`config.mk`:
```
export PLATFORM = sky130hd
export DESIGN_NAME = io_periph
export DESIGN_NICKNAME = d
export VERILOG_FILES = /design/src/rtl/io_map_pkg.sv /design/src/rtl/io_debounce.sv /design/src/rtl/io_periph.sv
export SDC_FILE = /design/constraint.sdc
export NUM_CORES = 1
export LEC_CHECK = 0
export ABC_AREA = 1
export BUFFER_PORTS_ARGS = -buffer_cell sky130_fd_sc_hd__buf_2
export CAP_MARGIN = 30
export CORE_ASPECT_RATIO = 0.7
export CORE_MARGIN = 1
export CORE_UTILIZATION = 40
export CTS_CLUSTER_SIZE = 40
export DETAILED_ROUTE_END_ITERATION = 8
export GPL_TIMING_DRIVEN = 0
export PLACE_DENSITY = 0.71
export RECOVER_POWER = 25
export SYNTH_ARGS = -nofsm -noshare
export SYNTH_HDL_FRONTEND = slang
export SYNTH_HIERARCHICAL = 1
export SYNTH_SLANG_ARGS = --single-unit
export TNS_END_PERCENT = 50
```
`constraint.sdc`:
```
create_clock -name clk -period 1.9 [get_ports clk]
set_input_delay 0.285 -clock clk [delete_from_list [all_inputs] [get_ports clk]]
set_output_delay 0.285 -clock clk [all_outputs]
set_load 0.01 [all_outputs]
```
`src/rtl/io_map_pkg.sv`:
```
// Address map shared by the MMIO peripheral block.
// Offsets are byte offsets inside the 256-byte window whose upper bits
// equal IO_BASE (CPU addresses 0x0000ff00-0x0000ffff).
package io_map_pkg;

  localparam logic [23:0] IO_BASE      = 24'h0000ff;

  localparam logic [7:0]  IO_LED       = 8'h00;
  localparam logic [7:0]  IO_SW        = 8'h04;
  localparam logic [7:0]  IO_OUT_READY = 8'h08;
  localparam logic [7:0]  IO_OUT_DATA  = 8'h0c;
  localparam logic [7:0]  IO_IN_VALID  = 8'h10;
  localparam logic [7:0]  IO_IN_DATA   = 8'h14;
  localparam logic [7:0]  IO_CYCLE     = 8'h18;

endpackage

```
`src/rtl/io_debounce.sv`:
```
// Button conditioner: two-flop synchronizer, stable-sample counter and a
// registered one-cycle pulse when the accepted level rises (a "press").
// A new level is accepted only after DEBOUNCE_CYCLES consecutive
// synchronized samples that differ from the current accepted level.
module io_debounce
  import io_map_pkg::*;
#(
  parameter int DEBOUNCE_CYCLES = 16
) (
  input  logic clk,
  input  logic rst,
  input  logic i_btn,
  output logic o_press
);

  localparam int CW = $clog2(DEBOUNCE_CYCLES + 1);

  logic          r_sync1;
  logic          r_sync2;
  logic          r_level;
  logic [CW-1:0] r_cnt;
  logic          r_press;

  // Bring the raw asynchronous button into the clock domain.
  always_ff @(posedge clk) begin
    if (rst) begin
      r_sync1 <= 1'b0;
      r_sync2 <= 1'b0;
    end else begin
      r_sync1 <= i_btn;
      r_sync2 <= r_sync1;
    end
  end

  // Count consecutive differing samples; any agreeing sample restarts the count.
  always_ff @(posedge clk) begin
    if (rst) begin
      r_level <= 1'b0;
      r_cnt   <= '0;
      r_press <= 1'b0;
    end else begin
      r_press <= 1'b0;
      if (r_sync2 == r_level) begin
        r_cnt <= '0;
      end else if (r_cnt == CW'(DEBOUNCE_CYCLES - 1)) begin
        r_level <= r_sync2;
        r_cnt   <= '0;
        r_press <= r_sync2;
      end else begin
        r_cnt <= r_cnt + 1'b1;
      end
    end
  end

  assign o_press = r_press;

endmodule

```
`src/rtl/io_periph.sv`:
```
// MMIO peripheral block: LEDs, switches, a button-driven input channel,
// a 7-seg output channel with busy/ready handshake and a cycle counter.
// Loads return io_din combinationally from io_addr; stores and the
// IN_DATA read-clear take effect on the rising clock edge.
// Build option: define IO_IRQ_EN to add the registered irq output.
module io_periph
  import io_map_pkg::*;
#(
  parameter int DEBOUNCE_CYCLES = 16,
  parameter int OUT_BUSY_CYCLES = 4,
  parameter int SW_W            = 16
) (
  input  logic            clk,
  input  logic            rst,
  input  logic [7:0]      io_addr,
  input  logic [31:0]     io_dout,
  input  logic            io_we,
  input  logic            io_rd,
  output logic [31:0]     io_din,
  input  logic [SW_W-1:0] sw,
  input  logic            btn,
  output logic [SW_W-1:0] led,
  output logic [31:0]     seg_data
`ifdef IO_IRQ_EN
  ,
  output logic            irq
`endif
);

  localparam int BW = $clog2(OUT_BUSY_CYCLES + 1);

  logic [SW_W-1:0] r_led;
  logic [31:0]     r_seg;
  logic            r_outReady;
  logic [BW-1:0]   r_busyCnt;
  logic [SW_W-1:0] r_swMeta;
  logic [SW_W-1:0] r_swSync;
  logic            r_inValid;
  logic [SW_W-1:0] r_inData;
  logic [31:0]     r_cycle;

  logic            w_press;
  logic            w_outAccept;
  logic            w_inClear;

  assign w_outAccept = io_we && (io_addr == IO_OUT_DATA) && r_outReady;
  assign w_inClear   = io_rd && (io_addr == IO_IN_DATA);

  io_debounce #(
    .DEBOUNCE_CYCLES(DEBOUNCE_CYCLES)
  ) u_debounce (
    .clk    (clk),
    .rst    (rst),
    .i_btn  (btn),
    .o_press(w_press)
  );

  // Two-flop synchronizer for the asynchronous switch bank.
  always_ff @(posedge clk) begin
    if (rst) begin
      r_swMeta <= '0;
      r_swSync <= '0;
    end else begin
      r_swMeta <= sw;
      r_swSync <= r_swMeta;
    end
  end

  // LED register loads on any store to its offset.
  always_ff @(posedge clk) begin
    if (rst) begin
      r_led <= '0;
    end else if (io_we && (io_addr == IO_LED)) begin
      r_led <= io_dout[SW_W-1:0];
    end
  end

  // Output channel: an accepted store latches the display value and holds ready low for the busy window.
  always_ff @(posedge clk) begin
    if (rst) begin
      r_seg      <= '0;
      r_outReady <= 1'b1;
      r_busyCnt  <= '0;
    end else if (w_outAccept) begin
      r_seg      <= io_dout;
      r_outReady <= 1'b0;
      r_busyCnt  <= BW'(OUT_BUSY_CYCLES);
    end else if (!r_outReady) begin
      if (r_busyCnt <= BW'(1)) begin
        r_outReady <= 1'b1;
        r_busyCnt  <= '0;
      end else begin
        r_busyCnt <= r_busyCnt - 1'b1;
      end
    end
  end

  // Input channel: a press captures the switches unless data is already pending; a press beats a same-cycle clear.
  always_ff @(posedge clk) begin
    if (rst) begin
      r_inValid <= 1'b0;
      r_inData  <= '0;
    end else if (w_press && (!r_inValid || w_inClear)) begin
      r_inValid <= 1'b1;
      r_inData  <= r_swSync;
    end else if (w_inClear && !w_press) begin
      r_inValid <= 1'b0;
    end
  end

  // Free-running cycle counter; any store to its offset restarts it from zero.
  always_ff @(posedge clk) begin
    if (rst) begin
      r_cycle <= '0;
    end else if (io_we && (io_addr == IO_CYCLE)) begin
      r_cycle <= '0;
    end else begin
      r_cycle <= r_cycle + 32'd1;
    end
  end

  // Load data mux; unmapped and unaligned offsets read as zero.
  always_comb begin
    io_din = 32'd0;
    case (io_addr)
      IO_LED:       io_din = 32'(r_led);
      IO_SW:        io_din = 32'(r_swSync);
      IO_OUT_READY: io_din = {31'd0, r_outReady};
      IO_IN_VALID:  io_din = {31'd0, r_inValid};
      IO_IN_DATA:   io_din = 32'(r_inData);
      IO_CYCLE:     io_din = r_cycle;
      default:      io_din = 32'd0;
    endcase
  end

  assign led      = r_led;
  assign seg_data = r_seg;

`ifdef IO_IRQ_EN
  logic r_irq;
  logic r_outReadyDly;

  // Interrupt while input data is pending, plus one cycle when the output channel becomes ready again.
  always_ff @(posedge clk) begin
    if (rst) begin
      r_irq         <= 1'b0;
      r_outReadyDly <= 1'b1;
    end else begin
      r_outReadyDly <= r_outReady;
      r_irq         <= r_inValid | (r_outReady & ~r_outReadyDly);
    end
  end

  assign irq = r_irq;
`endif

endmodule

```
Word-level counts from Yosys, hierarchy flattened

Index checks and enable logic that the tools add are counted.

Flip-flop bits (word level): 142
Input port bits: 61
Output and inout bits: 80
Word-level logic and storage cells: 56

Add/sub/neg operators: 3
Order comparisons: 1
Eq/ne operators: 9
Muxes and demuxes: 9
Bitwise gates (word level): 2
Reduce and logical (&&, ||, !) cells: 17

Operator list:

| cell                    | count |
|---|---|
| $pmux W32 S6            | 1 |
| $add A32 B1 Y32 const B | 1 |
| $eq A8 B5 Y1 const B    | 3 |
| $eq A8 B4 Y1 const B    | 2 |
| $mux W3                 | 3 |
| $eq A8 B3 Y1 const B    | 1 |
| $logic_not A8 Y1        | 1 |
| $logic_and A1 B1 Y1     | 7 |
| $reduce_or A3 Y1        | 2 |
| $add A5 B1 Y5 const B   | 1 |
| $eq A5 B4 Y1 const B    | 1 |
| $mux W1                 | 5 |
| $reduce_or A2 Y1        | 2 |
| $le A3 B1 Y1 const B    | 1 |
| $sub A3 B1 Y3 const B   | 1 |
| $logic_not A1 Y1        | 2 |
| $ne A2 B1 Y1 const B    | 1 |
| $not A1 Y1              | 2 |
| $reduce_and A2 Y1       | 1 |
| $reduce_bool A2 Y1      | 1 |
| $eq A1 B1 Y1            | 1 |
| $logic_or A1 B1 Y1      | 1 |

Depth between registers and ports, before layout

Gate-level depths: netlist (run 1).

Depth in word-level cells: 5
Mapped depth: 9
Gate-level depth less buffers: 8

Modules after synthesis

The synthesis (run 1) kept the hierarchy.

By module, submodules not included:

| module      | instances | cells an instance | area each (µm²) | sequential area each (µm²) |
|---|---|---|---|---|
| io_periph   | 1         | 854               | 5903.2          | 2662.6 |
| io_debounce | 1         | 42                | 341.6           | 180.2 |

Worst setup path after synthesis (run 1)

Ideal clock, no wire load.

Path kind: input-to-output
Start point: input io_addr[7]
End point: output io_din[11]
Arrival time: 1.141 ns
Required time: 1.615 ns
Setup slack: 0.474 ns
Cell stages on the path: 6
Buffers on the path: 1
Cells stage by stage: nor2_2 > nand2_4 > nor3_4 > buf_2 > nand2_1 > nand4_1

Word-level cells in the longest chain between the ends: 2
Elaborated cells between the ends (all ways): 7
Classes of those cells: 5 x eq/ne; 1 x mux; 1 x reduce/logical

RTL lines:

| what                                       | RTL line         | source |
|---|---|---|
| start, declared                            | io_periph.sv:15  | `input logic [7:0] io_addr,` |
| $eq A8 B5 Y1, or another cell as far along | io_periph.sv:125 | `case (io_addr)` |
| $pmux W32 S6 *                             | io_periph.sv:125 |  |
| end, declared                              | io_periph.sv:19  | `output logic [31:0] io_din,` |

Mark *: on every way between the ends. The rest lies on a longest branch, timed or not.

Worst setup path in the final report (run 1)

Start point: input io_addr[1]
End point: output io_din[11]

Same word-level chain as after synthesis.

==> impl_results.rst, run 1 <==
.. list-table::
   :header-rows: 1

   * - Metric
     - Value
   * - Sink Count
     - 142
   * - Mapped cell area
     - 6245 µm²
   * - Met3 routing resource usage after global routing
     - 7.511%
   * - Setup violators final
     - 0
   * - Maximum cell stage delay along the critical path
     - 220 ps
   * - Part of the Yosys area used for sequential elements
     - a little under half
   * - Worst Setup Start Kind
     - input port
   * - Top-level port count
     - about 140
   * - Achievable frequency
     - 0.5417 GHz
   * - ANT cells
     - 0
   * - Critical path cell sequence
     - buf_2 > nor2_4 > nand3_4 > nor2_4 > clkbuf_4 > nand2_1 > nand4_1 > buf_2
   * - Most common library cell in the layout ignoring fill and taps
     - nor2_1
   * - Period utilization
     - 97.16%
   * - Number of register bits inferred by synthesis
     - 142
   * - Hold endpoint
     - r_swMeta[3]$_SDFF_PP0_
   * - Die Area
     - 16120 µm²
   * - Maximum number of pins on one net before global-route repair
     - 17
   * - Setup skew after layout
     - approximately 12 ps
   * - Quantity of I/O buffers inserted on ports
     - 140
   * - Flop2flop setup slack
     - 200 ps
   * - Die Ht
     - 106.5 µm
   * - Total congestion overflow after global routing
     - 0
   * - Worst setup path class
     - input port to primary output
   * - Design Power
     - 6.385 mW
   * - CTS Root Cell
     - clkbuf_16
   * - Antenna Nets Post-Route
     - 0
   * - Total wire length after detailed routing
     - 17240 µm
   * - Global Route met2 Usage
     - 32.97%
   * - Path depth of the worst reg2reg path
     - 8
   * - Max-Cap Viols
     - 0
   * - Mean number of vias per cell
     - ~4.8
   * - Cell class contributing the biggest share of worst-path delay
     - simple AND/OR/NAND/NOR gates
   * - R2r startpoint
     - r_cycle[0]$_SDFF_PP0_
   * - Maximum fanout count along the critical path
     - 10
   * - Result of the run
     - finished clean
   * - Arrival time worst endpoint
     - 1560 ps
   * - Synthesized instance count
     - 896
   * - Number of cells on the worst hold path
     - 3
   * - Layout cell share with drive strength beyond 1
     - 21.86%
   * - Core outline area
     - 14950 µm²
   * - Critical path buffers and inverters
     - 3
   * - Total via count after detailed routing
     - 6117
   * - Pleak
     - between 3 and 4 nW
   * - Startpoint of the tightest hold check path
     - sw[3]
   * - DRC violation total after the first TritonRoute iteration
     - roughly 360
   * - Antenna violations before repair
     - 0
   * - NumNets Final
     - 1127
   * - CTS tree
     - done
   * - Net count of the mapped netlist
     - 961
   * - Worst VDD drop
     - 0.0006121 V
   * - Worst hold slack
     - 58.68 ps
   * - Final routed DRC violation total
     - 0
   * - Post-CTS Hold Fix Bufs
     - 0
   * - Data required, critical path
     - roughly 1600 ps
   * - Most frequent cells in the layout
     - 228 x nor2_1, 188 x nand2_1, 142 x buf_2, 142 x dfxtp_1, 101 x inv_1
   * - Clock H-tree levels
     - 4
   * - Global-route wire length before repair
     - 27300 µm
   * - Post-route minimum period
     - 1846 ps
   * - Max_slew headroom
     - 51.87%
   * - Global route hottest layer
     - met2
   * - Synth-to-Final Area Change
     - 24.86%
   * - CTS clk-pin slew, worst paths
     - roughly 60 ps
   * - Ys Warns
     - 6
   * - Endpoint of the worst register-to-register path
     - r_cycle[20]$_SDFF_PP0_
   * - Nature of the critical path endpoint
     - primary output
   * - Number of global-route vias before repair
     - 5635
   * - Wirelength per Cell
     - 13.57 µm
   * - Endpoints failing hold
     - 0
   * - Starting utilization of the core area
     - 41.76%
   * - Clock buffer count from CTS
     - 17
   * - Worst-margin pin slew
     - ~720 ps
   * - Number of distinct library cells after synthesis
     - 33
   * - Slew Limit Fails
     - 0
   * - Number of search-and-repair iterations in the first detailed-routing pass
     - 5
   * - Cell at the slowest stage of the critical path
     - clkbuf_4
   * - Post-detail-place hpwl
     - 13120 µm
   * - Kind of path behind the tightest hold check
     - input port to flop
   * - Power density over the cells
     - ~800 nW/µm²
   * - Overall die width
     - 151.3 µm
   * - Clock insertion delay at the later pin of the skew report
     - 420 ps
   * - Global-route usage over all layers
     - 21.93%
   * - Routing usage on met1
     - 29.55%
   * - Std-Cell Rows
     - 37
   * - Maximum clock insertion buffer count
     - 2
   * - Syn_area_per_cell
     - 6.970 µm²
   * - Final RePlAce weighted congestion
     - 0.9081
   * - Filler cell count
     - 1518
-- tightest hold or removal path: stages --
cell    delay (ps)
buf_2           70
inv_1           30
nor2_1          60
-- stage by stage --
stage | cell area [µm²] | instances | util, % | TNS, ps | worst slack (ps)
finish | 7797 | 1270 | 52.15 | 0 | 53.99
global placement | 7189 | 1231 | 48.08 | -227.0 | -49.61
detailed placement | 7189 | 1231 | 48.08 | -236.3 | -45.50
floorplan | 6245 | 896 | - | 0 | 473.7
CTS | 7756 | 1263 | 51.87 | 0 | 17.16
global route | 7797 | 1270 | 52.15 | -26.41 | -14.78
-- power by group --
group / switching (mW) / internal, mW
Clock: 1.39 / 1.71
Combinational: 0.151 / 0.0921
Sequential: 0.0230 / 3.02
-- synthesized netlist by cell type --
cell type,number,share of area [%]
o22ai_1,1,0.10
nand2_2,5,0.50
inv_1,101,6.1
nand2_1,188,11
a21oi_1,43,3.4
nand2_4,1,0.18
nand3_1,38,3.0
xor2_1,6,0.84
buf_6,5,0.90
o21ai_0,34,2.7
o21ai_1,5,0.40
or2_2,3,0.30
nor3_2,13,2.1
nand4_2,1,0.20
nor2_2,8,0.80
buf_1,3,0.18
inv_2,3,0.18
and3_1,2,0.20
nor3_4,2,0.52
ha_1,4,0.80
nor2_1,228,14
buf_2,9,0.72
xnor2_1,2,0.28
nand4_1,18,1.8
nor2_4,3,0.54
nand3_4,1,0.28
dfxtp_1,142,46
nor3_1,7,0.56
nor3b_4,1,0.30
clkinv_2,1,0.080
clkbuf_1,13,0.78
nand3_2,1,0.16
buf_4,4,0.48
-- cells by family (layout without fill, tap and decap cells) --
logic type	count (synthesis)	in the layout	synth area share (%)
AO/OA/AOI/OAI	83	83	6.672
XOR/XNOR	8	8	1.122
adder cells (fa/ha/maj)	4	4	0.8015
buffers and inverters	139	318	9.397
flip-flops	142	142	45.52
AND/OR/NAND/NOR	520	520	36.49
-- worst max-delay path by stage --
stage / start / to / slack, ps / depth (start not counted)
global route: io_addr[7] / io_din[5] / -10 / 8
finish: io_addr[1] / io_din[11] / 50 / 8
CTS: io_addr[7] / io_din[3] / 20 / 8
global placement: io_addr[7] / io_din[11] / -50 / 8
floorplan: io_addr[7] / io_din[11] / 470 / 6
detailed placement: io_addr[7] / io_din[3] / -50 / 8
-- flip-flops by register name, summed over array words and instances (netlist names) --
name / count
u_debounce/r_cnt: 5
r_outReady: 1
r_inValid: 1
r_swSync: 16
r_busyCnt: 3
seg_data: 32
led: 16
r_swMeta: 16
u_debounce/r_sync1: 1
u_debounce/r_level: 1
u_debounce/o_press: 1
u_debounce/r_sync2: 1
r_inData: 16
r_cycle: 32
-- cell type report --
type                       instances  area [µm²]  area share [%]
clock buffer                      17       425.4           5.456
clock inverter                    15       123.9           1.589
multi-input combinational        615        2825           36.23
tap                              195       244.0           3.129
sequential                       142        2843           36.46
timing repair buffer             148       759.5           9.740
inverter                         105       397.9           5.103
buffer                            33       178.9           2.295
-- metal layers --
metal,part of all wire [%],wire length (µm)
met1,47,8121
met5,0,0
met3,9.3,1595
met2,43,7347
met4,1.0,173
-- what timing repair did --
action / in CTS / in global routing
gates resized for setup: 5 / 4
endpoints found under the setup margin: 10 / 11
buffers inserted: 0 / 8
pin swaps: 0 / 3
No activity file was read; power rests on OpenSTA's default activity.
==> run 2: changes to the inputs <==
--- a/config.mk
+++ b/config.mk
@@ -16,6 +16,7 @@
 export GPL_TIMING_DRIVEN = 0
 export PLACE_DENSITY = 0.71
 export RECOVER_POWER = 25
+export REMOVE_ABC_BUFFERS = 1
 export SYNTH_ARGS = -nofsm -noshare
 export SYNTH_HDL_FRONTEND = slang
 export SYNTH_HIERARCHICAL = 1
==> impl_results.rst, run 2 (synthesis gave the netlist of run 1 again) <==
.. list-table::
   :header-rows: 1

   * - Metric
     - Value
   * - Worst Setup Start Kind
     - input port
   * - Cell at the slowest stage of the critical path
     - nor3_4
   * - Result of the run
     - finished clean
   * - Core outline area
     - between 10000 and 15000 µm²
   * - Endpoints failing hold
     - 0
   * - Power density over the cells
     - 865.3 nW/µm²
   * - Path depth of the worst reg2reg path
     - 8
   * - Synth-to-Final Area Change
     - 23.72%
   * - Period utilization
     - 93.39%
   * - Kind of path behind the tightest hold check
     - input port to flop
   * - Final routed DRC violation total
     - 0
   * - Clock H-tree levels
     - 4
   * - Setup repair after global routing missed its margin
     - false
   * - CTS tree
     - done
   * - Worst setup path class
     - input port to primary output
   * - Clock insertion delay at the later pin of the skew report
     - 430 ps
   * - Number of cells on the worst hold path
     - 3
   * - Pleak
     - 3.308 nW
   * - Die Area
     - 16120 µm²
   * - Antenna violations before repair
     - 0
   * - Place WS
     - -526.4 ps
   * - Max_slew headroom
     - 51.04%
   * - Top-level port count
     - 141
   * - Maximum cell stage delay along the critical path
     - 240 ps
   * - Quantity of I/O buffers inserted on ports
     - 140
   * - Final worst-path setup slack
     - 125.5 ps
   * - Data required, critical path
     - 1620 ps
   * - ANT cells
     - 0
   * - Sink Count
     - between 100 and 150
   * - Final RePlAce weighted congestion
     - 0.9244
   * - Most frequent cells in the layout
     - 228 x nor2_1, 188 x nand2_1, 142 x dfxtp_1, 119 x buf_2, 100 x inv_1
   * - Post-detail-place hpwl
     - around 12000 µm
   * - Setup skew after layout
     - around 7.6 ps
   * - Maximum clock insertion buffer count
     - 2
   * - Number of global-route vias before repair
     - 5522
   * - Number of search-and-repair iterations in the first detailed-routing pass
     - 5
   * - Maximum number of pins on one net before global-route repair
     - 53
   * - CTS Root Cell
     - clkbuf_16
   * - Arrival time worst endpoint
     - 1490 ps
   * - CTS clk-pin slew, worst paths
     - 70 ps
   * - Setup violators final
     - 0
   * - Worst hold slack
     - roughly 68 ps
   * - Total wire length after detailed routing
     - 16550 µm
   * - Global-route usage over all layers
     - 21.56%
   * - Nature of the critical path endpoint
     - primary output
   * - Wirelength per Cell
     - ~13 µm
   * - Mean number of vias per cell
     - 4.774
   * - Global-route wire length before repair
     - 26880 µm
   * - Antenna Nets Post-Route
     - 0
   * - DRC violation total after the first TritonRoute iteration
     - about 360
   * - Maximum fanout count along the critical path
     - 15
   * - Most common library cell in the layout ignoring fill and taps
     - nor2_1
   * - Die Ht
     - 106.5 µm
   * - Aggregate negative setup slack
     - 0 ps
   * - Number of standard cells in the layout, taps in and fillers out
     - between 1k and 1.5k
   * - Layout cell share with drive strength beyond 1
     - between 10% and 20%
   * - Clock buffer count from CTS
     - 17
   * - NumNets Final
     - 1093
   * - Max-Cap Viols
     - 0
   * - Overall die width
     - between 150 and 200 µm
   * - Post-route minimum period
     - 1774 ps
   * - Number of placed instances with taps included
     - 1200
   * - Total congestion overflow after global routing
     - 0
   * - Starting utilization of the core area
     - between 40% and 50%
   * - Achievable frequency
     - between 0.5 and 0.6 GHz
   * - Most Frequent Cell on Critical Path
     - buf_2
   * - Std-Cell Rows
     - 37
   * - Worst-margin pin slew
     - 733.7 ps
   * - Slew Limit Fails
     - 0
   * - Worst VDD drop
     - 0.0005602 V
   * - Critical path cell sequence
     - buf_2 > nor2_2 > nand3_1 > nor3_4 > buf_12 > nand2_1 > nand4_1 > buf_2
   * - Total via count after detailed routing
     - 5901
==> run 2: changes by cell type in the layout (fill, tap and decap cells not counted), moves of 3 or more <==
cell,change
buf_2,-23
buf_4,-11
buf_12,+4
buf_1,-3
buf_6,-4
clkbuf_1,+5
==> run 2: power breakdown <==
part	switching, mW	internal, mW	leakage (nW)	total [mW]
clock network	1.42	1.98	0.288	3.40
logic	0.147	0.0953	1.87	0.243
registers	0.0227	3.02	1.15	3.04
==> run 2: layout make-up <==
type,count,area (µm²)
fill,1465,7227
sequential,142,2843
multi-input combinational,615,2820
timing repair buffer,147,817.0
clock buffer,18,429.2
inverter,105,402.9
tap,195,244.0
clock inverter,14,170.2
==> run 2: final timing paths <==
kind / slack [ps] / start / end
worst max register to register: 200 / r_cycle[0]$_SDFF_PP0_ / r_cycle[22]$_SDFF_PP0_
worst min register to register: 400 / r_swMeta[14]$_SDFF_PP0_ / r_swSync[14]$_SDFF_PP0_
worst max-delay path: 130 / io_addr[7] / io_din[10]
worst min-delay path: 70 / btn / u_debounce/r_sync1$_SDFF_PP0_
==> run 2: metal layers <==
layer  track usage, %  vias up  part of all wire, %
li1                 -     3041                    -
met1            28.95     2631                   48
met2            32.71      209                   43
met3            6.652       20                  8.0
met4            6.714        0                  1.3
met5                0        -                    0
==> run 2: critical path, delay by kind of cell <==
kind,cells,cell delay (ps)
buf+inv,3,450
simple gates,5,750
==> run 2: timing repair <==
action	CTS	global route
pin swaps	2	1
hold buffers	0	0
gates resized for setup	3	1
setup buffers	2	2
setup endpoints to repair	19	16
==> run 2: through the flow <==
stage | instance area, µm² | total power [mW] | util (%)
after floorplan | 6053 | 3.206 | -
after global placement | 6998 | 3.335 | 46.80
after detailed placement | 7073 | 3.348 | 47.30
after CTS | 7722 | 6.741 | 51.64
after global routing | 7726 | 6.903 | 51.67
final | 7726 | 6.686 | 51.67
==> run 3: changes to the inputs <==
--- a/config.mk
+++ b/config.mk
@@ -6,15 +6,15 @@
 export NUM_CORES = 1
 export LEC_CHECK = 0
 export ABC_AREA = 1
-export BUFFER_PORTS_ARGS = -buffer_cell sky130_fd_sc_hd__buf_2
 export CAP_MARGIN = 30
 export CORE_ASPECT_RATIO = 0.7
 export CORE_MARGIN = 1
 export CORE_UTILIZATION = 40
 export CTS_CLUSTER_SIZE = 40
 export DETAILED_ROUTE_END_ITERATION = 8
+export DONT_BUFFER_PORTS = 1
 export GPL_TIMING_DRIVEN = 0
-export PLACE_DENSITY = 0.71
+export PLACE_DENSITY = 0.63
 export RECOVER_POWER = 25
 export REMOVE_ABC_BUFFERS = 1
 export SYNTH_ARGS = -nofsm -noshare
==> impl_results.rst, run 3 (synthesis gave the netlist of run 1 again) <==
.. list-table::
   :header-rows: 1

   * - Metric
     - Value
   * - Result of the run
     - finished clean
   * - Max-Cap Viols
     - 0
   * - Overall die width
     - 151.3 µm
   * - Setup skew after layout
     - 7.440 ps
   * - Antenna violations before repair
     - 0
   * - Setup repair after global routing missed its margin
     - true
   * - Maximum fanout count along the critical path
     - 15
   * - Kind of path behind the tightest hold check
     - input port to flop
   * - Sink Count
     - 142
   * - Endpoints failing hold
     - 0
   * - Post-detail-place hpwl
     - 11390 µm
   * - Die Area
     - 16120 µm²
   * - NumNets Final
     - 977
   * - Switching share of power
     - 24.28%
   * - Reg power frac
     - a little under half
   * - Place WS
     - -170.2 ps
   * - Die Ht
     - roughly 110 µm
   * - Top-level port count
     - 141
   * - Worst-margin pin slew
     - about 900 ps
   * - Final RePlAce weighted congestion
     - slightly below 0.9
   * - Slew Limit Fails
     - 0
   * - Critical path buffers and inverters
     - 0
   * - Max_slew headroom
     - roughly two fifths
   * - Pleak
     - 2.786 nW
   * - Data required, critical path
     - 1620 ps
   * - CTS clk-pin slew, worst paths
     - 70 ps
   * - Achievable frequency
     - 0.5567 GHz
   * - Period utilization
     - 94.54%
   * - Buffers inserted by post-CTS timing repair
     - 0
   * - Setup violators final
     - 0
   * - Cell Int Power
     - 4.953 mW
   * - Worst VDD drop
     - 0.0004579 V
   * - Cell at the slowest stage of the critical path
     - nor3_4
   * - CTS tree
     - done
   * - Cell area after layout
     - 7213 µm²
   * - Placed cell area
     - 6340 µm²
   * - Maximum cell stage delay along the critical path
     - 560 ps
   * - Maximum clock insertion buffer count
     - 2
   * - Number of global-route vias before repair
     - slightly below 5k
   * - Post-route minimum period
     - around 1800 ps
   * - Quantity of I/O buffers inserted on ports
     - 0
   * - Final worst-path setup slack
     - 103.7 ps
   * - Clock buffer count from CTS
     - 17
   * - Clock insertion delay at the later pin of the skew report
     - 420 ps
   * - Cell class contributing the biggest share of worst-path delay
     - simple AND/OR/NAND/NOR gates
   * - Final routed DRC violation total
     - 0
   * - Power density over the cells
     - 906.8 nW/µm²
   * - Relative contribution of combinational cells to total power
     - roughly 3.1%
   * - Layout cell share with drive strength beyond 1
     - 8.442%
   * - Global-route wire length before repair
     - roughly 26000 µm
   * - Starting utilization of the core area
     - 41.76%
   * - Clock H-tree levels
     - 4
   * - Number of search-and-repair iterations in the first detailed-routing pass
     - 5
   * - Core outline area
     - around 15000 µm²
   * - Worst setup path class
     - input port to primary output
   * - ANT cells
     - 0
   * - Filler cell count
     - 1542
   * - Worst hold slack
     - 5.891 ps
   * - Arrival time worst endpoint
     - 1510 ps
   * - DRC violation total after the first TritonRoute iteration
     - 327
   * - Clock group share of total power
     - 50.4%
   * - Total via count after detailed routing
     - between 5k and 6k
   * - Most frequent cells in the layout
     - 228 x nor2_1, 188 x nand2_1, 142 x dfxtp_1, 100 x inv_1, 43 x a21oi_1
   * - Mean number of vias per cell
     - 4.849
   * - Synth-to-Final Area Change
     - 15.51%
   * - Total congestion overflow after global routing
     - 0
   * - Antenna Nets Post-Route
     - 0
   * - CTS Root Cell
     - clkbuf_16
   * - Std-Cell Rows
     - 37
   * - Nature of the critical path endpoint
     - primary output
   * - Total wire length after detailed routing
     - 16540 µm
   * - Worst Setup Start Kind
     - input port
   * - Maximum number of pins on one net before global-route repair
     - 54
   * - Psw
     - 1.588 mW
   * - Most common library cell in the layout ignoring fill and taps
     - nor2_1
   * - Global-route usage over all layers
     - 21.25%
   * - Wirelength per Cell
     - 14.78 µm
   * - Critical path cell sequence
     - nor2_2 > nand3_1 > nor3_4 > nand2_1 > nand4_1
-- run 3: cell count changes in the layout (fill, tap and decap cells not counted), sizes merged --
| cell | before | now |
|---|---|---|
| dlygate4sd3 | 0 | 28 |
| clkbuf | 39 | 18 |
| bufinv | 2 | 1 |
| buf | 126 | 2 |
| inv | 112 | 113 |
-- run 3: metal layers --
metal  wire length (µm)  up-vias  global-route usage [%]
met5                  0        -                       0
met4                153        0                   5.929
met3               1507       12                   7.425
met2               6753      173                   30.63
met1               8127     2429                   29.60
li1                   -     2812                       -
-- run 3: worst reg2reg max path, stage by stage, from the launching register on --
cell	delay [ps]
dfxtp_1	460
ha_1	210
nand2_1	80
nor2_2	140
nand3_1	250
nor2_2	260
nand3_1	90
nand2_1	70
nor2_1	40
-- run 3: what timing repair did --
item	in CTS	in global routing
resized for setup	1	2
hold buffers	27	2
hold endpoints to repair	62	2
endpoints found under the setup margin	2	20
-- run 3: cell type report --
class                      instances  area, µm²  area share [%]
tap                              195      244.0           3.382
timing repair buffer              31      330.3           4.579
inverter                         105      399.1           5.533
clock buffer                      17      425.4           5.898
clock inverter                    14      151.4           2.099
multi-input combinational        615       2820           39.10
sequential                       142       2843           39.41
-- run 3: power groups by stage --
stage / registers, mW / clock network [mW] / logic [mW]
after global routing: 3.04 / 3.49 / 0.229
after CTS: 3.04 / 3.34 / 0.205
after global placement: 3.11 / 0 / 0.130
after floorplan: 3.10 / 0 / 0.104
final: 3.04 / 3.30 / 0.201
after detailed placement: 3.11 / 0 / 0.133
-- run 3: path summary, 6_finish.rpt --
check	slack [ps]	depth (start not counted)	end	startpoint
max	100	5	io_din[6]	io_addr[7]
min	6	2	seg_data[17]$_SDFFE_PP0P_	io_dout[17]
max reg2reg	190	8	r_cycle[20]$_SDFF_PP0_	r_cycle[0]$_SDFF_PP0_
min reg2reg	400	2	r_swSync[4]$_SDFF_PP0_	r_swMeta[4]$_SDFF_PP0_
-- run 3: through the flow --
stage | power [mW] | instances | setup TNS, ps | utilization [%]
floorplan | 3.206 | 862 | -0.3605 | -
global placement | 3.238 | 1057 | -34200 | 42.11
detailed placement | 3.241 | 1059 | -2501 | 42.40
CTS | 6.591 | 1117 | 0 | 48.20
global route | 6.764 | 1119 | -3.998 | 48.24
finish | 6.541 | 1119 | 0 | 48.24
